**src/rtl/memory_controller_pkg.sv**
```systemverilog
`default_nettype none
// ============================================================================
// Module   : memory_controller_pkg
// Brief    : Shared constants, length encoding and state type for the
//            byte-serial memory controller.
// Revision : 1.0
// ============================================================================
package memory_controller_pkg;

  localparam int LSB_CAP_BIT = 3;

  localparam logic [1:0] LEN_B = 2'b00;
  localparam logic [1:0] LEN_H = 2'b01;
  localparam logic [1:0] LEN_W = 2'b10;

  typedef enum logic [1:0] {
    S_IDLE  = 2'd0,
    S_FETCH = 2'd1,
    S_LOAD  = 2'd2,
    S_STORE = 2'd3
  } state_t;

  // Reserved encoding 2'b11 is treated as a word access.
  function automatic logic [2:0] len_bytes(input logic [1:0] len);
    case (len)
      LEN_B:   return 3'd1;
      LEN_H:   return 3'd2;
      default: return 3'd4;
    endcase
  endfunction

endpackage
`default_nettype wire

```
**src/rtl/memory_controller.sv**
```systemverilog
`default_nettype none
// ============================================================================
// Module   : memory_controller
// Brief    : Byte-serial sequencer sharing one 8-bit RAM bus between LSB
//            load/store requests and instruction fetch.
// Revision : 1.0
// ============================================================================
module memory_controller #(
  parameter int LSB_CAP_BIT = memory_controller_pkg::LSB_CAP_BIT
) (
  input  logic                   clk_in,
  input  logic                   rst_in,
  input  logic                   rdy_in,
  input  logic                   clear,
  input  logic                   inst_req,
  input  logic [31:0]            inst_addr,
  output logic                   inst_ready,
  output logic [31:0]            inst_data,
  output logic                   inst_need_work,
  input  logic                   lsb_req,
  input  logic [LSB_CAP_BIT-1:0] lsb_pos,
  input  logic                   lsb_ls,
  input  logic [1:0]             lsb_len,
  input  logic [31:0]            lsb_addr,
  input  logic [31:0]            lsb_val,
  output logic                   mem_finished,
  output logic [31:0]            mem_val,
  output logic [LSB_CAP_BIT-1:0] mem_pos,
  output logic                   mem_busy,
  input  logic [7:0]             mem_din,
  output logic [7:0]             mem_dout,
  output logic [31:0]            mem_a,
  output logic                   mem_wr
);
  import memory_controller_pkg::*;

  state_t                 r_state;
  state_t                 w_next_state;
  logic [2:0]             r_k;
  logic [2:0]             r_n;
  logic [31:0]            r_addr;
  logic [31:0]            r_val;
  logic [31:0]            r_data;
  logic [LSB_CAP_BIT-1:0] r_pos;
  logic                   r_orphan;

  logic                   w_accept_lsb;
  logic                   w_accept_inst;
  logic                   w_done;
  logic [1:0]             w_idx;
  logic [31:0]            w_assembled;

  // A fetch whose result is on inst_ready this cycle is no longer pending.
  assign inst_need_work = inst_req && !inst_ready;
  assign mem_busy       = (r_state != S_IDLE);

  always_ff @(posedge clk_in) begin
    if (rst_in)      r_state <= S_IDLE;
    else if (rdy_in) r_state <= w_next_state;
  end

  always_comb begin
    w_next_state  = r_state;
    w_accept_lsb  = 1'b0;
    w_accept_inst = 1'b0;
    w_done        = 1'b0;
    case (r_state)
      S_IDLE: begin
        if (!clear) begin
          if (lsb_req) begin
            w_accept_lsb = 1'b1;
            w_next_state = lsb_ls ? S_STORE : S_LOAD;
          end else if (inst_req && !inst_ready) begin
            w_accept_inst = 1'b1;
            w_next_state  = S_FETCH;
          end
        end
      end
      S_LOAD, S_FETCH: begin
        if (clear) begin
          w_next_state = S_IDLE;
        end else if (r_k == r_n) begin
          w_done       = 1'b1;
          w_next_state = S_IDLE;
        end
      end
      S_STORE: begin
        if (r_k == r_n - 3'd1) begin
          w_done       = 1'b1;
          w_next_state = S_IDLE;
        end
      end
      default: w_next_state = S_IDLE;
    endcase
  end

  // RAM read data lags the address by one cycle, so slot k holds byte k-1.
  always_comb begin
    w_idx       = r_k[1:0] - 2'd1;
    w_assembled = r_data;
    w_assembled[{w_idx, 3'b000} +: 8] = mem_din;
  end

  always_comb begin
    mem_a    = 32'd0;
    mem_wr   = 1'b0;
    mem_dout = 8'd0;
    if (r_state != S_IDLE && r_k < r_n) begin
      mem_a = r_addr + {29'd0, r_k};
      if (r_state == S_STORE) begin
        mem_wr   = 1'b1;
        mem_dout = r_val[{r_k[1:0], 3'b000} +: 8];
      end
    end
  end

  always_ff @(posedge clk_in) begin
    if (rst_in) begin
      r_k          <= 3'd0;
      r_n          <= 3'd0;
      r_addr       <= 32'd0;
      r_val        <= 32'd0;
      r_data       <= 32'd0;
      r_pos        <= '0;
      r_orphan     <= 1'b0;
      mem_finished <= 1'b0;
      mem_val      <= 32'd0;
      mem_pos      <= '0;
      inst_ready   <= 1'b0;
      inst_data    <= 32'd0;
    end else if (rdy_in) begin
      mem_finished <= 1'b0;
      inst_ready   <= 1'b0;
      case (r_state)
        S_IDLE: begin
          if (w_accept_lsb || w_accept_inst) begin
            r_k      <= 3'd0;
            r_data   <= 32'd0;
            r_orphan <= 1'b0;
          end
          if (w_accept_lsb) begin
            r_addr <= lsb_addr;
            r_val  <= lsb_val;
            r_pos  <= lsb_pos;
            r_n    <= len_bytes(lsb_len);
          end else if (w_accept_inst) begin
            r_addr <= inst_addr;
            r_n    <= 3'd4;
          end
        end
        S_LOAD, S_FETCH: begin
          if (!clear) begin
            if (r_k != 3'd0) r_data <= w_assembled;
            r_k <= r_k + 3'd1;
            if (w_done && r_state == S_LOAD) begin
              mem_finished <= 1'b1;
              mem_val      <= w_assembled;
              mem_pos      <= r_pos;
            end else if (w_done) begin
              inst_ready <= 1'b1;
              inst_data  <= w_assembled;
            end
          end
        end
        S_STORE: begin
          r_k <= r_k + 3'd1;
          if (clear) r_orphan <= 1'b1;
          // A flushed store still finishes its bytes but reports nothing.
          if (w_done && !r_orphan && !clear) begin
            mem_finished <= 1'b1;
            mem_pos      <= r_pos;
          end
        end
        default: ;
      endcase
    end
  end

endmodule
`default_nettype wire

```
**config.mk**
```make
export PLATFORM = sky130hd
export DESIGN_NAME = memory_controller
export DESIGN_NICKNAME = d
export VERILOG_FILES = /design/src/rtl/memory_controller_pkg.sv /design/src/rtl/memory_controller.sv
export SDC_FILE = /design/constraint.sdc
export NUM_CORES = 1
export LEC_CHECK = 0
export CAP_MARGIN = 20
export CORE_ASPECT_RATIO = 1.25
export CORE_MARGIN = 5
export CORE_UTILIZATION = 50
export CTS_BUF_LIST = sky130_fd_sc_hd__clkbuf_8
export DETAILED_ROUTE_END_ITERATION = 12
export HOLD_SLACK_MARGIN = 0.06
export PLACE_DENSITY = 0.81
export SLEW_MARGIN = 20
export SYNTH_ARGS = -nofsm -noshare
export SYNTH_HDL_FRONTEND = slang
export SYNTH_SLANG_ARGS = --single-unit
```
**constraint.sdc**
```tcl
create_clock -name clk_in -period 3.47 [get_ports clk_in]
set_input_delay 0.5205 -clock clk_in [delete_from_list [all_inputs] [get_ports clk_in]]
set_output_delay 0.5205 -clock clk_in [all_outputs]
set_load 0.03 [all_outputs]
```
* Word-level counts from Yosys, hierarchy flattened
Cells that the tools add are included.
** Cells by class
- Eq/ne operators :: 16
- Reduce and logical (&&, ||, !) cells :: 27
- Add/sub/neg operators :: 5
- Shifts and indexed selects :: 3
- Bitwise logic cells :: 2
- Magnitude comparators :: 1
- Multiplexer cells :: 52
** Operators with widths (number)
- two-way mux 32 bit :: 6
- case mux 32 bit (2 select lines) :: 1
- adder 32 x 3 -> 32 bit :: 1
- bitwise mux 32 bit :: 1
- variable shift 8 x 7 -> 32 bit, first input constant :: 1
- variable part select 32 x 6 -> 8 bit :: 1
- variable part select 8 x 7 -> 32 bit :: 1
- two-way mux 1 bit :: 22
- two-way mux 3 bit :: 7
- AND reduction 5 bit :: 4
- two-way mux 8 bit :: 2
- != test 2 bit, second input constant :: 7
- two-way mux 2 bit :: 6
- case mux 3 bit (2 select lines) :: 2
- nonzero test 2 bit :: 5
- case mux 3 bit (3 select lines) :: 1
- AND reduction 3 bit :: 3
- AND reduction 4 bit :: 2
- negation 5 -> 7 bit :: 1
- == test 3 bit :: 2
- != test 3 bit, second input constant :: 2
- case mux 1 bit (2 select lines) :: 3
- case mux 2 bit (3 select lines) :: 1
- logical AND 1 bit :: 5
- 13 further kinds :: 19
** Storage, ports and cells
- Logic and storage cells :: 119
- Register bits after elaboration :: 177
- Output and inout bits :: 112
- Input bits :: 116

* Longest topological paths before layout
Gate-level depths: netlist of the first run.
- Depth after elaboration :: 9
- Depth in mapped cells :: 10
- Gate-level depth less buffers :: 8

* Least setup slack after synthesis of the first run
Ideal clock, no wire load.
- Path type :: reg-to-output
- Start :: register r_k[1]
- End :: output port mem_a[30]
- Arrival time :: 2825 ps
- Buffers on the path :: 2
- Data required time :: 2949 ps
- Stages on the path, launching flop included :: 10
- Setup slack :: 124 ps
- Cell sequence :: dfxtp_1 clkbuf_1 inv_1 fa_1 nand2b_1 a21o_1 clkbuf_1 nor4b_1 xnor2_1 nor2_1
** On the way
- Cells in the longest elaborated chain, start to end :: 3
- Elaborated cells on any way between the ends :: 4
- Classes of those cells :: add/sub (1); order compare (1); mux (1); reduce/logical (1)
** Ends and longest elaborated chain
- from (decl) :: line memory_controller.sv:39 : logic [2:0] r_k;
- from (signal assigned) :: line memory_controller.sv:154 : r_k <= r_k + 3'd1;
- from (signal assigned) :: line memory_controller.sv:166 : r_k <= r_k + 3'd1;
- branches (longest 2 deep; another with adder 32 x 3 -> 32 bit)
- two-way mux 32 bit * :: line memory_controller.sv:108 : if (r_state != S_IDLE && r_k < r_n) begin
- to (decl) :: line memory_controller.sv:32 : output logic [31:0] mem_a,
Every way passes the cells marked *.

* Final worst setup path of the first run
- Start :: register r_k[0]
- End :: output port mem_a[30]
The elaborated chain is that of the path after synthesis.

==> results.cfg, run 1 <==
[run_status]
outcome = completed

[cells_and_area]
fin_util_pct = 67.9
final_layout_size_suffix_gt1_share_pct = 9.03
synthToLayoutAreaGrowth_pct = 32.7
fillCellCount = 1338
diodes = 0
fin_nets = 1316

[route]
wire_per_inst_um = 15.9
routed_wl_um = 22500
via_count = 7544
avgViaCountPerCell = 5.34
dr.pass1.iters = 5
drc = 0
drtAntennaViolNets = 0
drt_iter0_markers = 490

[sta]
period_minus_slack_ps = 3240
drv_slew = 0
rsz0062_at_grt = no
tightest_slew_ps = 797
hold_violations = 0
fin_crit_sh_pct = 93.5
setup_tns_ps = 0
setup_violations = 0
worst_slack_ps = 226
fmax_mhz = 308
holdWs_ps = 459
worst_clock_skew_ps = 14.4
slew-limit-headroom_pct = 46.7

[power]
p_int_mw = 2.96
power_frac_seq_pct = 51.7
pwr-share-comb_pct = 13.9
swShare_pct = 28.3
p_leak_nw = 4.10
clock_power_share_pct = 34.4
p_sw_mw = 1.17
p_per_area_mw_per_mm2 = 372
vdd_drop_max_v = 0.000300

[critical_path]
cp_max_fo = 10
start_kind = flip-flop
cp-end-kind = output pin
cp.arrival_ps = 2720
criticalPathCategory = reg -> out
cp.required_ps = 2950

[synth]
yosys-top-cells-area = dfxtp_1, mux2i_1, nor2_1
syn_nets = 1124
synth_top_area_share_pct = 42.4
ys_ff_latch = 177
yosys.area.top_type = dfxtp_1
synth_cell_type_count = 49
synthCells = 991
synth_commonest_cells = dfxtp_1, nor2_1, nand2_1, a211oi_1, mux2i_1
synth_warnings = 0
syn_area_mm2 = 0.00836
synth_edf_count = 0
synth_most_common_cell = dfxtp_1
ys_seq_area_share_pct = 42.4
synth_ff_type = dfxtp_1
synthArstFlopShare_pct = 0
synth.avg_cell_area_um2 = 8.43

[die]
io_pins = 228
start_util_pct = 51.2
die_y_um = 155
rows = 52
die_w_um = 126
dieArea_mm2 = 0.0194
coreArea_mm2 = 0.0163

[global_routing]
grt_busiest_layer = met2
grt_usage_pct = 22.5
antenna_found_initial = 0
grt_use_met3_pct = 5.42
use_met2_pct = 37.3
grt_max_degree = 88
grt_pass1_vias = 7063
grt_pass1_wl_um = 36200
grtUsageMet1_pct = 29.4
grt-ovfl-total = 0

[clock_tree]
clock_tree.buffer_depth = 2
h-tree-depth = 4
cts_tree = yes
postCtsSetupBuffers = 0
cts-root-buf = clkbuf_8
clk_pin_slew_ps = 100
post_cts_resized = 0
clock_latency_ps = 460
hold_buffers = 0
cts_made_buffers = 17
cts_sinks = 177

[flow_run]
cap_violations = 0

[placed_design]
dp_slack_ps = 680
dp_hpwl_um = 15900
gp_congestion = 0.852
io_buffers = 227

[min_path]
min_path_type = reg -> reg
## registers in the layout, indices dropped and copies added, names as in the netlist
name	flops
r_pos	3
mem_pos	3
r_n	3
mem_finished	1
inst_ready	1
mem_val	32
r_k	3
r_state	2
r_addr	32
r_val	32
r_orphan	1
inst_data	32
r_data	32
## critical path: stages, from the launching register on
cell and delay [ps]:
dfxtp_1 340, ha_1 160, inv_1 50, fa_1 390
nand2b_1 180, a21o_1 310, nor4b_1 430, xnor2_1 170
nor2_1 50, buf_4 180
## layout by cell type (no fill, tap or decap), drive strengths merged, types with 4 or more instances in the layout
| cell | count |
|---|---|
| a211oi | 70 |
| a21oi | 66 |
| a22oi | 33 |
| and3 | 10 |
| and4 | 7 |
| buf | 57 |
| clkbuf | 18 |
| clkdlybuf4s50 | 186 |
| clkinvlp | 4 |
| dfxtp | 177 |
| ha | 16 |
| inv | 56 |
| mux2i | 67 |
| mux4 | 8 |
| nand2 | 103 |
| nand2b | 6 |
| nand3 | 11 |
| nand4 | 5 |
| nor2 | 170 |
| nor2b | 25 |
| nor3 | 9 |
| nor4 | 9 |
| nor4b | 4 |
| o21ai | 22 |
| or3 | 5 |
| xnor2 | 20 |
| xor2 | 7 |
## per-layer routing
metal | routed length, um | part of all wire (%) | vias to the layer above
met5 | 0 | 0 | -
met4 | 354 | 1.6 | 0
met3 | 1460 | 6.5 | 25
met2 | 10700 | 48 | 210
met1 | 9940 | 44 | 3521
li1 | - | - | 3788
## cell type report
class	instances	area [um2]	area share, %
flip-flops and latches	177	3540	32.0
clock inverters	14	148	1.33
multi-input cells	695	4360	39.4
repair buffers	243	2330	21.0
clock buffers	18	248	2.23
inverters	49	184	1.66
well taps	216	270	2.44
## metrics by stage
step | cells | power [mW] | area, um2
3_5_place_dp | 1380 | 2.75 | 10700
3_3_place_gp | 1380 | 2.74 | 10700
6_report | 1412 | 4.13 | 11100
2_1_floorplan | 991 | 2.50 | 8360
4_1_cts | 1412 | 4.15 | 11100
5_1_grt | 1412 | 4.30 | 11100
## path summary, 6_finish.rpt
path | start | cells after the start | endpoint | slack, ps
setup / recovery | r_k[0] | 9 | mem_a[30] | 230
hold / removal | r_val[20] | 2 | r_val[20] | 460
setup reg to reg | r_k[0] | 9 | inst_data[8] | 780
hold reg to reg | r_val[20] | 2 | r_val[20] | 460
## kinds of logic (layout without fill, tap and decap cells)
kind of cell	count (synthesis)	in the layout	synth area share (%)
muxes	75	75	10.2
buffers and inverters	119	324	5.75
adders and majority gates	17	17	2.64
and+or+nand+nor	372	372	20.2
DFF	177	177	42.4
xor gates and xnor gates	28	28	3.10
AOI/OAI and AO/OA	203	203	15.8
## power by group through the flow
stage          clock (mW)  combinational (mW)  sequential (mW)
6_report             1.42               0.575             2.13
5_1_grt              1.53               0.633             2.14
4_1_cts              1.44               0.578             2.13
3_5_place_dp            0               0.574             2.18
3_3_place_gp            0               0.569             2.17
2_1_floorplan           0               0.332             2.17
Power figures use the tool's default switching activity.
==> run 2: changes to the inputs <==
--- a/config.mk
+++ b/config.mk
@@ -13,6 +13,8 @@
 export DETAILED_ROUTE_END_ITERATION = 12
 export HOLD_SLACK_MARGIN = 0.06
 export PLACE_DENSITY = 0.81
+export RECOVER_POWER = 100
+export REMOVE_ABC_BUFFERS = 1
 export SLEW_MARGIN = 20
 export SYNTH_ARGS = -nofsm -noshare
 export SYNTH_HDL_FRONTEND = slang
==> run 2 against run 1 <==
- highest routed layer unchanged
- power fell by 1.8%
- final area is 1.6% lower
- worst hold slack lost 1.7 ps
- core utilization fell by 1.1 points
- largest power group unchanged
- routed wire length increased by 0.59%
- combinational power fell by 0.9%
- clock skew decreased by 1.8 ps
- clock power down 5%
- first-iteration DRC count is 3.3% lower
- final cell count stayed put
- sequential power is essentially flat
- sequential share of layout area is 0.52 points higher
- critical endpoint unchanged
==> results.cfg, run 2 (same netlist as run 1, synthesis figures left out) <==
[flow_run]
cap_violations = 0

[clock_tree]
hold_buffers = 0
postCtsSetupBuffers = 0
post_cts_resized = 0
cts_made_buffers = 17
cts-root-buf = clkbuf_8
clock_tree.buffer_depth = 2
cts_sinks = 177
h-tree-depth = 4
cts_tree = yes
clk_pin_slew_ps = 80
clock_latency_ps = 460

[cells_and_area]
layout.cells.non_filler = 1412
synthToLayoutAreaGrowth_pct = 30.6
stdcell_area_mm2 = 0.0109
final_cell_mix = dfxtp_1, nor2_1, clkdlybuf4s50_1
fin_nets = 1316
final_common_cell = dfxtp_1
final_layout_size_suffix_gt1_share_pct = 7.87

[global_routing]
grt_pass1_vias = 7138
grt-ovfl-total = 0
antenna_found_initial = 1
grt_pass1_wl_um = 35900
grt_usage_pct = 22.4
grt_max_degree = 108

[placed_design]
placedCellCount = 1380
dpl_cell_area_mm2 = 0.0107
gp_congestion = 0.903
dp_hpwl_um = 16300
io_buffers = 227

[power]
p_int_mw = 2.99
clock_power_share_pct = 33.4
p_sw_mw = 1.06
pwr-share-comb_pct = 14.1
p_per_area_mw_per_mm2 = 371
vdd_drop_max_v = 0.000273
total_power_mw = 4.05
swShare_pct = 26.2
p_leak_nw = 4.31
power_frac_seq_pct = 52.6

[route]
via_count = 7560
drt_iter0_markers = 474
drtAntennaViolNets = 0
wire_per_inst_um = 16.0
drc = 0
dr.pass1.iters = 5
avgViaCountPerCell = 5.35
routed_wl_um = 22600

[critical_path]
cp.arrival_ps = 2760
start_kind = flip-flop
cp.required_ps = 2950
cp-end-kind = output pin
cp_max_fo = 10
criticalPathCategory = reg -> out

[die]
dieArea_mm2 = 0.0194
coreArea_mm2 = 0.0163
rows = 52
die_y_um = 155
io_pins = 228
die_w_um = 126
start_util_pct = 51.2

[sta]
drv_slew = 0
period_minus_slack_ps = 3290
tightest_slew_ps = 1390
rsz0062_at_grt = no
holdWs_ps = 457
worst_clock_skew_ps = 12.6
fmax_mhz = 304
hold_violations = 0
slew-limit-headroom_pct = 7.00
setup_violations = 0
fin_crit_sh_pct = 94.7

[run_status]
outcome = completed

[min_path]
min_path_type = reg -> reg
==> run 2: area by class of cell <==
class / instances / area (um2)
repair buffers: 243 / 2200
well taps: 216 / 270
flip-flops and latches: 177 / 3540
multi-input cells: 695 / 4340
inverters: 49 / 184
diodes: 1 / 2.50
fillers: 1372 / 5420
clock inverters: 13 / 124
clock buffers: 18 / 248
==> run 2: final timing paths <==
check / startpoint / to / slack [ps] / cells past startpoint
max reg2reg: r_k[0] / inst_data[31] / 500 / 9
max: r_k[0] / mem_a[30] / 180 / 9
min reg2reg: r_val[17] / r_val[17] / 460 / 2
min: r_val[17] / r_val[17] / 460 / 2
==> run 2: critical path, cell delays in order (launching register included) <==
cell      delay, ps
dfxtp_1         340
ha_1            170
inv_1            50
fa_1            390
nand2b_1        180
a21o_1          300
nor4b_1         410
xnor2_1         110
nor2_1          120
clkbuf_2        230
==> run 2: power groups by stage <==
| stage | clock network (mW) | logic (mW) | registers (mW) |
|---|---|---|---|
| after global routing | 1.46 | 0.622 | 2.14 |
| after floorplan | 0 | 0.293 | 2.17 |
| after global placement | 0 | 0.567 | 2.17 |
| after detailed placement | 0 | 0.574 | 2.18 |
| after CTS | 1.38 | 0.579 | 2.13 |
| final | 1.35 | 0.570 | 2.13 |
==> run 2: per-layer routing <==
| layer | vias to the layer above | GRT usage (%) | share of wire, % |
|---|---|---|---|
| li1 | 3788 | - | - |
| met1 | 3499 | 26.8 | 41 |
| met2 | 226 | 38.5 | 49 |
| met3 | 47 | 4.93 | 6.1 |
| met4 | 0 | 10.1 | 3.4 |
| met5 | - | 0 | 0 |
==> run 2: through the flow <==
stage	TNS, ps	worst slack, ps	utilization (%)
finish	0	185	66.8
global route	0	13.9	66.8
CTS	0	214	67.7
detailed placement	0	698	65.4
global placement	0	743	65.4
floorplan	-92460	-1540	-
==> run 3: changes to the inputs <==
--- a/config.mk
+++ b/config.mk
@@ -11,6 +11,7 @@
 export CORE_UTILIZATION = 50
 export CTS_BUF_LIST = sky130_fd_sc_hd__clkbuf_8
 export DETAILED_ROUTE_END_ITERATION = 12
+export GPL_TIMING_DRIVEN = 0
 export HOLD_SLACK_MARGIN = 0.06
 export PLACE_DENSITY = 0.81
 export RECOVER_POWER = 100
==> run 3 against run 2 <==
- the flow now finishes with violations (max-capacitance violations, max-slew violations)
- non-clock buffer count is 1 higher
- final area is 3.1% higher
- clock skew is 2.6 ps lower
- global-route usage is 0.62 points higher
- combinational power is 4.9% higher
- worst setup slack worse by 48 ps
- register-to-register slack worse by 220 ps
- sequential power hardly changed
- worst hold slack worse by 26 ps
- clock power is 7% higher
==> results.cfg, run 3 (same netlist as run 1, synthesis figures left out) <==
[sta]
drv_slew = 36
fin_crit_sh_pct = 96.1
worst_slack_ps = 137
holdWs_ps = 432
hold_violations = 0
period_minus_slack_ps = 3330
worst_clock_skew_ps = 9.96
slew-limit-headroom_pct = -29.7
fmax_mhz = 300
rsz0062_at_grt = yes
setup_violations = 0
tightest_slew_ps = 1950

[die]
die_y_um = 155
die_w_um = 126
rows = 52
io_pins = 228
dieArea_mm2 = 0.0194
coreArea_mm2 = 0.0163
start_util_pct = 51.2

[global_routing]
grt_pass1_wl_um = 37100
grt_usage_pct = 23.0
grt_max_degree = 112
grt_pass1_vias = 7371
grt-ovfl-total = 0
antenna_found_initial = 0

[cells_and_area]
fillCellCount = 1346
diodes = 0
final_layout_size_suffix_gt1_share_pct = 7.60
synthToLayoutAreaGrowth_pct = 34.6
final_cell_mix = dfxtp_1, nor2_1, clkdlybuf4s50_1
fin_util_pct = 68.9
fin_nets = 1317
final_common_cell = dfxtp_1
stdcell_area_mm2 = 0.0112

[route]
avgViaCountPerCell = 5.37
via_count = 7592
drt_iter0_markers = 423
drtAntennaViolNets = 0
routed_wl_um = 22900
wire_per_inst_um = 16.2
dr.pass1.iters = 5
drc = 0

[clock_tree]
clk_pin_slew_ps = 100
clock_latency_ps = 450
h-tree-depth = 4
cts_sinks = 177
cts_made_buffers = 17
clock_tree.buffer_depth = 2
cts-root-buf = clkbuf_8
cts_tree = yes

[power]
clock_power_share_pct = 34.8
vdd_drop_max_v = 0.000260
total_power_mw = 4.18
p_int_mw = 3.06
p_sw_mw = 1.13
swShare_pct = 27.0
p_per_area_mw_per_mm2 = 372
p_leak_nw = 4.39
power_frac_seq_pct = 50.9
pwr-share-comb_pct = 14.3

[critical_path]
cp-end-kind = output pin
worstPathCellList = inv_1 -> fa_1 -> nand2b_1 -> a211oi_2 -> nand2_1 -> xor2_1 -> nor2_1 -> clkdlybuf4s15_1
path_depth = 8
cp.required_ps = 2950
ff2ff_setup_slack_ps = 280
endpoint = mem_a[10]
slowest_delay_ps = 480
crit_start = r_k[1]
criticalPathCategory = reg -> out
cp.arrival_ps = 2810
worstPathBufferInverterCount = 2
worstReg2RegEnd = inst_data[25]
crit_path_top_delay_cell = fa_1
regToRegStartpoint = r_state[1]
cp_max_fo = 6
critical-path-top-delay-family = buffers and inverters
start_kind = flip-flop
r2r_cells = 9

[run_status]
violations = max-capacitance violations, max-slew violations
outcome = complete, but fails checks

[placed_design]
io_buffers = 227
dpl_cell_area_mm2 = 0.0109
gp_congestion = 0.849
dp_hpwl_um = 16500
dp_slack_ps = -650

[flow_run]
cap_violations = 1

[min_path]
min_path_type = in -> reg
## run 3: cell types whose count changed in the layout (fill, tap and decap cells not counted), moves of 3 or more
cell             delta
inv_6               +5
buf_4               -6
inv_1               -3
a211oi_2            +3
buf_2               -9
buf_16              +3
clkdlybuf4s50_1    +21
clkbuf_1            -4
dfxtp_1             -4
clkbuf_2           -13
## run 3: layout make-up
| type | instances | area [um2] | area share [%] |
|---|---|---|---|
| Multi-Input combinational cell | 695 | 4420 | 39.3 |
| Sequential cell | 177 | 3550 | 31.6 |
| Clock buffer | 19 | 262 | 2.32 |
| Clock inverter | 13 | 148 | 1.31 |
| Inverter | 49 | 184 | 1.64 |
| Timing Repair Buffer | 244 | 2410 | 21.5 |
| Tap cell | 216 | 270 | 2.40 |
## run 3: worst min path at each step
stage	start	to	slack (ps)	cells after the start
2_1_floorplan	r_val[10]	r_val[10]	430	2
3_3_place_gp	r_val[0]	r_val[0]	440	2
3_5_place_dp	r_val[10]	r_val[10]	450	2
4_1_cts	rst_in	mem_val[31]	410	2
5_1_grt	rst_in	r_data[0]	440	2
6_report	rst_in	mem_val[31]	430	2
## run 3: stage by stage
stage / instances / TNS (ps)
after detailed placement: 1378 / -15370
after floorplan: 921 / -92460
after global routing: 1413 / -51.2
final: 1413 / 0
after CTS: 1413 / 0
after global placement: 1364 / -460640
## run 3: power by group through the flow
stage | logic, mW | clock network (mW) | registers [mW]
final | 0.598 | 1.45 | 2.13
after global routing | 0.655 | 1.58 | 2.14
after CTS | 0.600 | 1.49 | 2.13
after detailed placement | 0.583 | 0 | 2.19
after global placement | 0.550 | 0 | 2.18
after floorplan | 0.293 | 0 | 2.17
## run 3: repair_timing
item	4_1_cts	5_1_grt
hold buffers	0	0
endpoints found under the setup margin	71	21
buffers inserted	3	0
resized for setup	30	29
pin swaps	0	0
## run 3: metal layers
layer	global-route usage [%]	up-vias	part of all wire [%]
li1	-	3804	-
met1	27.5	3546	41
met2	40.4	206	51
met3	5.83	36	6.2
met4	7.44	0	2.3
met5	0	-	0
